===== src/rtl/coef_loader.sv =====
// coef_loader: receives a framed byte stream (HDR, payload, XOR checksum),
// assembles NUM_COEF coefficients of WIDTH bits in a shadow register, and on a
// good checksum commits them to coef_out and pulses start_calc once the
// downstream core is idle.
// Ports: clk, rst (async, active high), ena (global hold), in_byte/in_valid
// (byte stream), core_busy (core computing); coef_out (committed
// coefficients, coef k at [k*WIDTH +: WIDTH]), start_calc (1-cycle start),
// busy (not IDLE), err (sticky checksum/framing error, cleared by next HDR).
module coef_loader #(
   parameter int          WIDTH    = 32,
   parameter int          NUM_COEF = 2,
   parameter logic [7:0]  HDR      = 8'hA5
) (
   input  logic                      clk,
   input  logic                      rst,
   input  logic                      ena,
   input  logic [7:0]                in_byte,
   input  logic                      in_valid,
   input  logic                      core_busy,
   output logic [NUM_COEF*WIDTH-1:0] coef_out,
   output logic                      start_calc,
   output logic                      busy,
   output logic                      err
);

   localparam int TOTW   = NUM_COEF * WIDTH;
   localparam int NBYTES = TOTW / 8;
   localparam int CW     = (NBYTES > 1) ? $clog2(NBYTES) : 1;
   localparam logic [CW-1:0] LAST = CW'(NBYTES - 1);

   typedef enum logic [2:0] {
      IDLE,
      LOAD,
      CHECK,
      WAIT_CORE,
      FIRE
   } state_e;

   state_e          state_q, state_d;
   logic [CW-1:0]   cnt_q, cnt_d;
   logic [7:0]      xor_q, xor_d;
   logic [TOTW-1:0] shadow_q, shadow_d;
   logic [TOTW-1:0] coef_q, coef_d;
   logic            err_q, err_d;
   logic            take;

   assign take = in_valid & ena;

   always_comb begin
      state_d  = state_q;
      cnt_d    = cnt_q;
      xor_d    = xor_q;
      shadow_d = shadow_q;
      coef_d   = coef_q;
      err_d    = err_q;
      unique case (state_q)
         IDLE: begin
            if (take && in_byte == HDR) begin
               state_d = LOAD;
               cnt_d   = '0;
               xor_d   = '0;
               err_d   = 1'b0;
            end
         end
         LOAD: begin
            if (take) begin
               for (int i = 0; i < NBYTES; i++) begin
                  if (cnt_q == CW'(i)) begin
                     shadow_d[i*8 +: 8] = in_byte;
                  end
               end
               xor_d = xor_q ^ in_byte;
               // counter parks on the last index rather than wrapping
               if (cnt_q == LAST) begin
                  state_d = CHECK;
               end else begin
                  cnt_d = cnt_q + CW'(1);
               end
            end
         end
         CHECK: begin
            if (take) begin
               if (in_byte == xor_q) begin
                  state_d = WAIT_CORE;
               end else begin
                  err_d   = 1'b1;
                  state_d = IDLE;
               end
            end
         end
         WAIT_CORE: begin
            // commit is the only point coef_out may change
            if (ena && !core_busy) begin
               coef_d  = shadow_q;
               state_d = FIRE;
            end
         end
         FIRE: begin
            // leaves unconditionally so ena cannot stretch or kill the pulse
            state_d = IDLE;
         end
         default: begin
            state_d = IDLE;
         end
      endcase
   end

   always_ff @(posedge clk or posedge rst) begin
      if (rst) begin
         state_q  <= IDLE;
         cnt_q    <= '0;
         xor_q    <= '0;
         shadow_q <= '0;
         coef_q   <= '0;
         err_q    <= 1'b0;
      end else begin
         state_q  <= state_d;
         cnt_q    <= cnt_d;
         xor_q    <= xor_d;
         shadow_q <= shadow_d;
         coef_q   <= coef_d;
         err_q    <= err_d;
      end
   end

   assign coef_out   = coef_q;
   assign start_calc = (state_q == FIRE);
   assign busy       = (state_q != IDLE);
   assign err        = err_q;

endmodule

===== config.mk =====
export PLATFORM = sky130hd
export DESIGN_NAME = coef_loader
export DESIGN_NICKNAME = d
export VERILOG_FILES = /design/src/rtl/coef_loader.sv
export SDC_FILE = /design/constraint.sdc
export NUM_CORES = 1
export LEC_CHECK = 0
export CORE_AREA = 2 2 79 157
export CTS_BUF_LIST = sky130_fd_sc_hd__clkbuf_8
export CTS_CLUSTER_DIAMETER = 100
export DETAILED_ROUTE_END_ITERATION = 7
export DIE_AREA = 0 0 81 159
export PLACE_DENSITY = 0.74
export SKIP_CTS_REPAIR_TIMING = 1
export SLEW_MARGIN = 20
export SYNTH_ARGS = -nofsm -noshare
export SYNTH_HDL_FRONTEND = slang
export SYNTH_SLANG_ARGS = --single-unit

===== constraint.sdc =====
create_clock -name clk -period 4.4 [get_ports clk]
set_input_delay 0.66 -clock clk [delete_from_list [all_inputs] [get_ports clk]]
set_output_delay 0.66 -clock clk [all_outputs]
set_load 0.05 [all_outputs]

==> results of run 1 <==
-- flip-flops by register name, indices dropped and copies added, names as in the netlist --
signal and count:
coef_out 64, shadow_q 64, xor_q 8, cnt_q 3
state_q 3, err 1
-- layout by cell type (no fill, tap or decap), drive strengths merged, types with 3 or more instances in the layout --
cell type and n:
o21ai 9, clkinv 8, nor2 4, mux2 129, nand2b 3, nor3 9, dfrtp 143, xor2 6
bufinv 3, clkdlybuf4s50 79, o31ai 8, ha 6, and3 3, inv 8, a31oi 3, nand3 6
and2 3, nand2 11, clkbuf 17
-- final cells by class --
class | instances | area, sq um | area share (%)
Timing Repair Buffer | 81 | 818 | 11.5
Inverter | 6 | 26.3 | 0.368
Multi-Input combinational cell | 223 | 2140 | 29.9
Tap cell | 145 | 181 | 2.54
Clock buffer | 17 | 234 | 3.27
Sequential cell | 143 | 3580 | 50.1
Clock inverter | 15 | 170 | 2.38
-- power groups by stage --
stage | sequential (mW) | combinational (mW) | clock, mW
6_report | 1.50 | 0.306 | 1.05
5_1_grt | 1.51 | 0.342 | 1.14
4_1_cts | 1.49 | 0.310 | 1.08
3_5_place_dp | 1.52 | 0.309 | 0
3_3_place_gp | 1.51 | 0.295 | 0
2_1_floorplan | 1.49 | 0.234 | 0
-- routing by layer --
metal	wire length, microns	vias up	global-route usage [%]
met1	4450	1787	22.9
met3	355	27	4.48
met4	386	0	9.24
met5	0	-	0
li1	-	1553	-
met2	6550	91	35.0
-- metrics by stage --
step | hold slack [ns] | cells | instance area, sq um
global route | 0.516 | 630 | 7150
detailed placement | 0.489 | 598 | 6740
CTS | 0.507 | 630 | 7150
finish | 0.501 | 630 | 7150
global placement | 0.484 | 598 | 6740
floorplan | 0.475 | 397 | 5890
-- cell families after synthesis --
family / share of synthesized area, %
flip-flops: 60.8
multiplexers: 24.7
AND/OR/NAND/NOR: 5.95
buffers and inverters: 3.10
AO/OA/AOI/OAI: 3.00
XOR/XNOR: 1.19
adder cells (fa/ha/maj): 1.28
-- worst max path at each step --
stage                         to  slack (ns)  cells past startpoint
floorplan             start_calc        1.84                      2
global route          start_calc        1.49                      2
finish                start_calc        1.58                      2
detailed placement  shadow_q[10]        1.55                      5
global placement        xor_q[1]        1.61                      5
CTS                   start_calc        1.57                      2
==> summary.md, run 1 <==
| Metric | Value |
|---|---|
| Outcome | `completed` |
| Antenna Cells | `0` |
| Lkg Pwr | `~3.5 nW` |
| HP Start | `shadow_q[38]` |
| Largest net degree at the start of global routing | `94` |
| Post-place setup slack | `1.55 ns` |
| Max-Slew Margin vs Limit | `37.9%` |
| Initial antenna violation count | `0` |
| Inserted Clock Buffers | `17` |
| Ports | `80` |
| Reg power frac | `between 50% and 60%` |
| Final hold vios | `0` |
| Critical Path Sink Type | `output pin` |
| Part of the power in the clock network | `36.9%` |
| Residual DRC | `0` |
| Via count | `3458` |
| CP Launch Type | `flop` |
| Post-synth EDFFs | `0` |
| Crit Path Max Fanout | `16` |
| CP max stage cell | `clkdlybuf4s50_1` |
| Final Net Count | `491` |
| Global Route Usage Sum | `20.1%` |
| Reg-to-reg slack, setup | `2.05 ns` |
| Setup WS post-layout | `around 1.6 ns` |
| Worst Tran Pin Value | `0.931 ns` |
| Slew Viols, Final | `0` |
| Count leader, synth | `dfrtp_1` |
| Final Wtd Congestion | `0.778` |
| Reg clk slew, reported paths | `0.08 ns` |
| Port bufs | `79` |
| Hold path depth | `1` |
| Routed Antenna Nets | `0` |
| Via/cell ratio | `5.49` |
| Ratio of cells with drive above 1 in the final layout | `35.9%` |
| Critical path class | `reg2out` |
| Die height | `around 160 microns` |
| Syn Std Cell Area | `5890 sq um` |
| Die X | `81 microns` |
| TNS Setup | `0 ns` |
| CP arrival | `2.16 ns` |
| Worst Skew | `roughly 0.0096 ns` |
| Power density over cell area | `around 400 nW/um^2` |
| Tcrit/Tclk final | `approximately 64%` |
| Num rows | `56` |
| Pwr Total | `approximately 2.9 mW` |
| Top cell type's share of synthesized area | `60.8%` |
| Initial DRC Count | `151` |
| CTS tree | `yes` |
| CTS root buf | `clkbuf_8` |
| RSZ-0062 raised after global routing | `no` |
| Synth unique cells | `40` |
| GRT Residual Overflow | `0` |
| CP required | `about 3.7 ns` |
| Ranking of synthesized cells by area | `dfrtp_1 61%, mux2_2 25%, ha_1 1.3%` |
| Cells along the critical path | `nor3b_1 > clkdlybuf4s50_1` |
| Peak VDD IR | `0.321 mV` |
| First-pass GRT wire length | `19.5 mm` |
| RR Endpoint | `coef_out[19]` |
| Cell count after synthesis | `397` |
| CP delay by family, top | `buffers and inverters` |
| Mapped Avg Cell Area | `around 15 sq um` |
| P_sw | `approximately 0.75 mW` |
| Number of global-route vias before repair | `roughly 3.8k` |
| Synthesized flop and latch total | `between 100 and 150` |
| Die area | `around 13000 sq um` |
| Worst Reg-to-Reg Cells | `3` |
| Most frequent cells after synthesis | `143 x dfrtp_1, 129 x mux2_2, 10 x clkbuf_1, 10 x nand2_1` |
| Core area | `11600 sq um` |
| Mapped Nets | `416` |
| Synth-to-layout area growth | `21.4%` |
| FFs w/ async S/R, synth | `100%` |
| CP max stage delay | `0.84 ns` |
| Sequential area share after synthesis | `about three fifths` |
| Final Util | `61.4%` |
| Switching fraction of total power | `26.2%` |
| Number of fill cells in the layout | `~980` |
| Logic pwr share | `10.7%` |
| Max-Cap Viols | `0` |
| CP startpoint | `state_q[2]` |
| Fmax | `354 MHz` |
| Final worst path period need | `2.82 ns` |
| Worst path bufs/invs | `1` |
| Initial Util | `approximately 51%` |
| Clock Latency Late Sink | `0.43 ns` |
| Reg2Reg Launch Point | `state_q[2]` |
| Routed wire length per instance | `18.6 microns` |
| Pint | `between 2 and 2.5 mW` |
| Pre-antenna DRT Iters | `4` |
| Post-Route WL | `between 10 and 15 mm` |
| Ys flop type | `dfrtp_1` |
| Hold Path Sink | `coef_out[38]` |
| Clk sinks | `~140` |
| Setup violators final | `0` |
| Longest Clk Path Bufs | `2` |
| Worst min-delay path class | `reg2reg` |
| Synth area leader | `dfrtp_1` |
| Ys Warns | `0` |
| Dpl hpwl | `7.83 mm` |
| H-Tree Level Count | `4` |
Power figures use the tool's default switching activity.
==> run 2, diff against run 1 <==
Clock period 4.4 ns to 2.4 ns, I/O delays scaled along.
==> summary.md, run 2 (synthesized netlist as in run 1, its figures left out) <==
| Metric | Value |
|---|---|
| Outcome | `completed (unchanged)` |
| Num rows | `56 (unchanged)` |
| Worst Skew | `0.00944 ns (was 0.00961 ns)` |
| Die area | `12900 sq um (unchanged)` |
| Longest Clk Path Bufs | `2 (unchanged)` |
| Ports | `80 (unchanged)` |
| Number of global-route vias before repair | `3613 (was 3829)` |
| Residual DRC | `0 (unchanged)` |
| Initial Util | `50.6% (unchanged)` |
| Clk sinks | `143 (unchanged)` |
| Lkg Pwr | `3.57 nW (was 3.49 nW)` |
| Number of fill cells in the layout | `910 (was 976)` |
| Slew Viols, Final | `0 (unchanged)` |
| H-Tree Level Count | `4 (unchanged)` |
| CTS root buf | `clkbuf_8 (unchanged)` |
| GRT Residual Overflow | `0 (unchanged)` |
| Peak VDD IR | `0.530 mV (was 0.321 mV)` |
| CP delay by family, top | `buffers and inverters (unchanged)` |
| CP arrival | `1.68 ns (was 2.16 ns)` |
| CP required | `2.04 ns (was 3.74 ns)` |
| Max-Cap Viols | `0 (unchanged)` |
| Power density over cell area | `714 nW/um^2 (was 400 nW/um^2)` |
| Max-Slew Margin vs Limit | `52.7% (was 37.9%)` |
| Worst Tran Pin Value | `0.710 ns (was 0.931 ns)` |
| Multi-input logic area | `2140 sq um (unchanged)` |
| Final Util | `62.6% (was 61.4%)` |
| First-pass GRT wire length | `18.7 mm (was 19.5 mm)` |
| Initial DRC Count | `161 (was 151)` |
| Reg clk slew, reported paths | `0.08 ns (about the same)` |
| Dpl hpwl | `8.03 mm (was 7.83 mm)` |
| Final hold vios | `0 (unchanged)` |
| Clock Latency Late Sink | `0.43 ns (about the same)` |
| Worst path bufs/invs | `1 (unchanged)` |
| Core area | `11600 sq um (unchanged)` |
| Post-place setup slack | `0.0885 ns (was 1.55 ns)` |
| Final Net Count | `505 (was 491)` |
| RSZ-0062 raised after global routing | `no (unchanged)` |
| Worst min-delay path class | `in2async (was reg2reg)` |
| Largest net degree at the start of global routing | `82 (was 94)` |
| Tcrit/Tclk final | `84.8%` |
| Global Route Usage Sum | `19.4% (was 20.1%)` |
| Cells along the critical path | `clkdlybuf4s50_1 (was nor3b_1 > clkdlybuf4s50_1)` |
| Register area | `3580 sq um (unchanged)` |
| Commonest non-fill, non-tap cell in the layout | `dfrtp_1 (unchanged)` |
| Die height | `159 microns (unchanged)` |
| Antenna Cells | `0 (unchanged)` |
| Setup violators final | `0 (unchanged)` |
| Final Wtd Congestion | `0.801 (was 0.778)` |
| Die X | `81 microns (unchanged)` |
| Fmax | `491 MHz` |
| Routed Antenna Nets | `0 (unchanged)` |
| Final worst path period need | `between 2 and 2.5 ns` |
| Inserted Clock Buffers | `17 (unchanged)` |
| Port bufs | `79 (unchanged)` |
| Via count | `3489 (was 3458)` |
| Initial antenna violation count | `0 (unchanged)` |
| Ratio of cells with drive above 1 in the final layout | `37.9% (was 35.9%)` |
| Setup WS post-layout | `0.364 ns (was 1.58 ns)` |
| Critical Path Sink Type | `output pin (unchanged)` |
| Pre-antenna DRT Iters | `4 (unchanged)` |
| CTS tree | `yes (unchanged)` |
| Post-Route WL | `11.6 mm (was 11.7 mm)` |
| Pwr Total | `5.20 mW (was 2.86 mW)` |
| CP max stage cell | `clkdlybuf4s50_1 (unchanged)` |
| Via/cell ratio | `5.42 (was 5.49)` |
| Crit Path Max Fanout | `2 (was 16)` |
| CP Launch Type | `flop (unchanged)` |
| Critical path class | `reg2out (unchanged)` |
| Synth-to-layout area growth | `23.6% (was 21.4%)` |
| Routed wire length per instance | `18.0 microns (was 18.6 microns)` |
| CP max stage delay | `0.83 ns (was 0.84 ns)` |
| Most frequent cells in the layout | `143 x dfrtp_1, 129 x mux2_2, 77 x clkdlybuf4s50_1, 17 x clkbuf_8, 13 x buf_4 (was 143 x dfrtp_1, 129 x mux2_2, 79 x clkdlybuf4s50_1, 17 x clkbuf_8, 10 x nand2_1)` |
run 2: changes by cell type in the layout (fill, tap and decap cells not counted), sizes merged:
cell and change:
buf +15, dlymetal6s2s +1, inv +4, clkinvlp +4, clkdlybuf4s50 -2, clkinv -7
bufinv -1
run 2: area by class of cell:
| class | count | share of cell area [%] |
|---|---|---|
| clock buffers | 17 | 3.22 |
| clock inverters | 15 | 2.18 |
| inverters | 6 | 0.361 |
| multi-input cells | 223 | 29.4 |
| flip-flops and latches | 143 | 49.2 |
| well taps | 145 | 2.49 |
| repair buffers | 95 | 13.2 |
run 2: per-stage QoR:
step,std cells,cell area (sq um),setup TNS (ns),hold slack (ns)
after floorplan,397,5890,0,0.475
after global placement,612,6880,0,0.483
after detailed placement,612,6880,0,0.489
after CTS,644,7270,-0.0219,0.418
after global routing,644,7280,0,0.449
final,644,7280,0,0.398
run 2: where the power goes:
group          total [mW]  internal [mW]  switching [mW]
Clock                1.88          0.936           0.944
Sequential           2.72           2.58           0.136
Combinational       0.594          0.275           0.319
Total                5.20           3.80            1.40
run 2: path summary, 6_finish.rpt:
check / start / end / slack [ns] / cells past startpoint
setup / recovery: coef_out[21] / coef_out[21] / 0.36 / 1
min in group clk: err / err / 0.50 / 1
setup reg to reg: cnt_q[0] / shadow_q[60] / 0.57 / 4
hold reg to reg: err / err / 0.50 / 1
hold / removal: rst / coef_out[32] / 0.40 / 3
max in group asynchronous: rst / shadow_q[5] / 1.63 / 3
run 2: per-layer routing:
layer | wire length (microns) | global-route usage (%) | vias up
met5 | 0 | 0 | -
met1 | 4350 | 22.6 | 1788
li1 | - | - | 1576
met3 | 449 | 4.76 | 27
met4 | 331 | 8.17 | 0
met2 | 6480 | 33.2 | 98
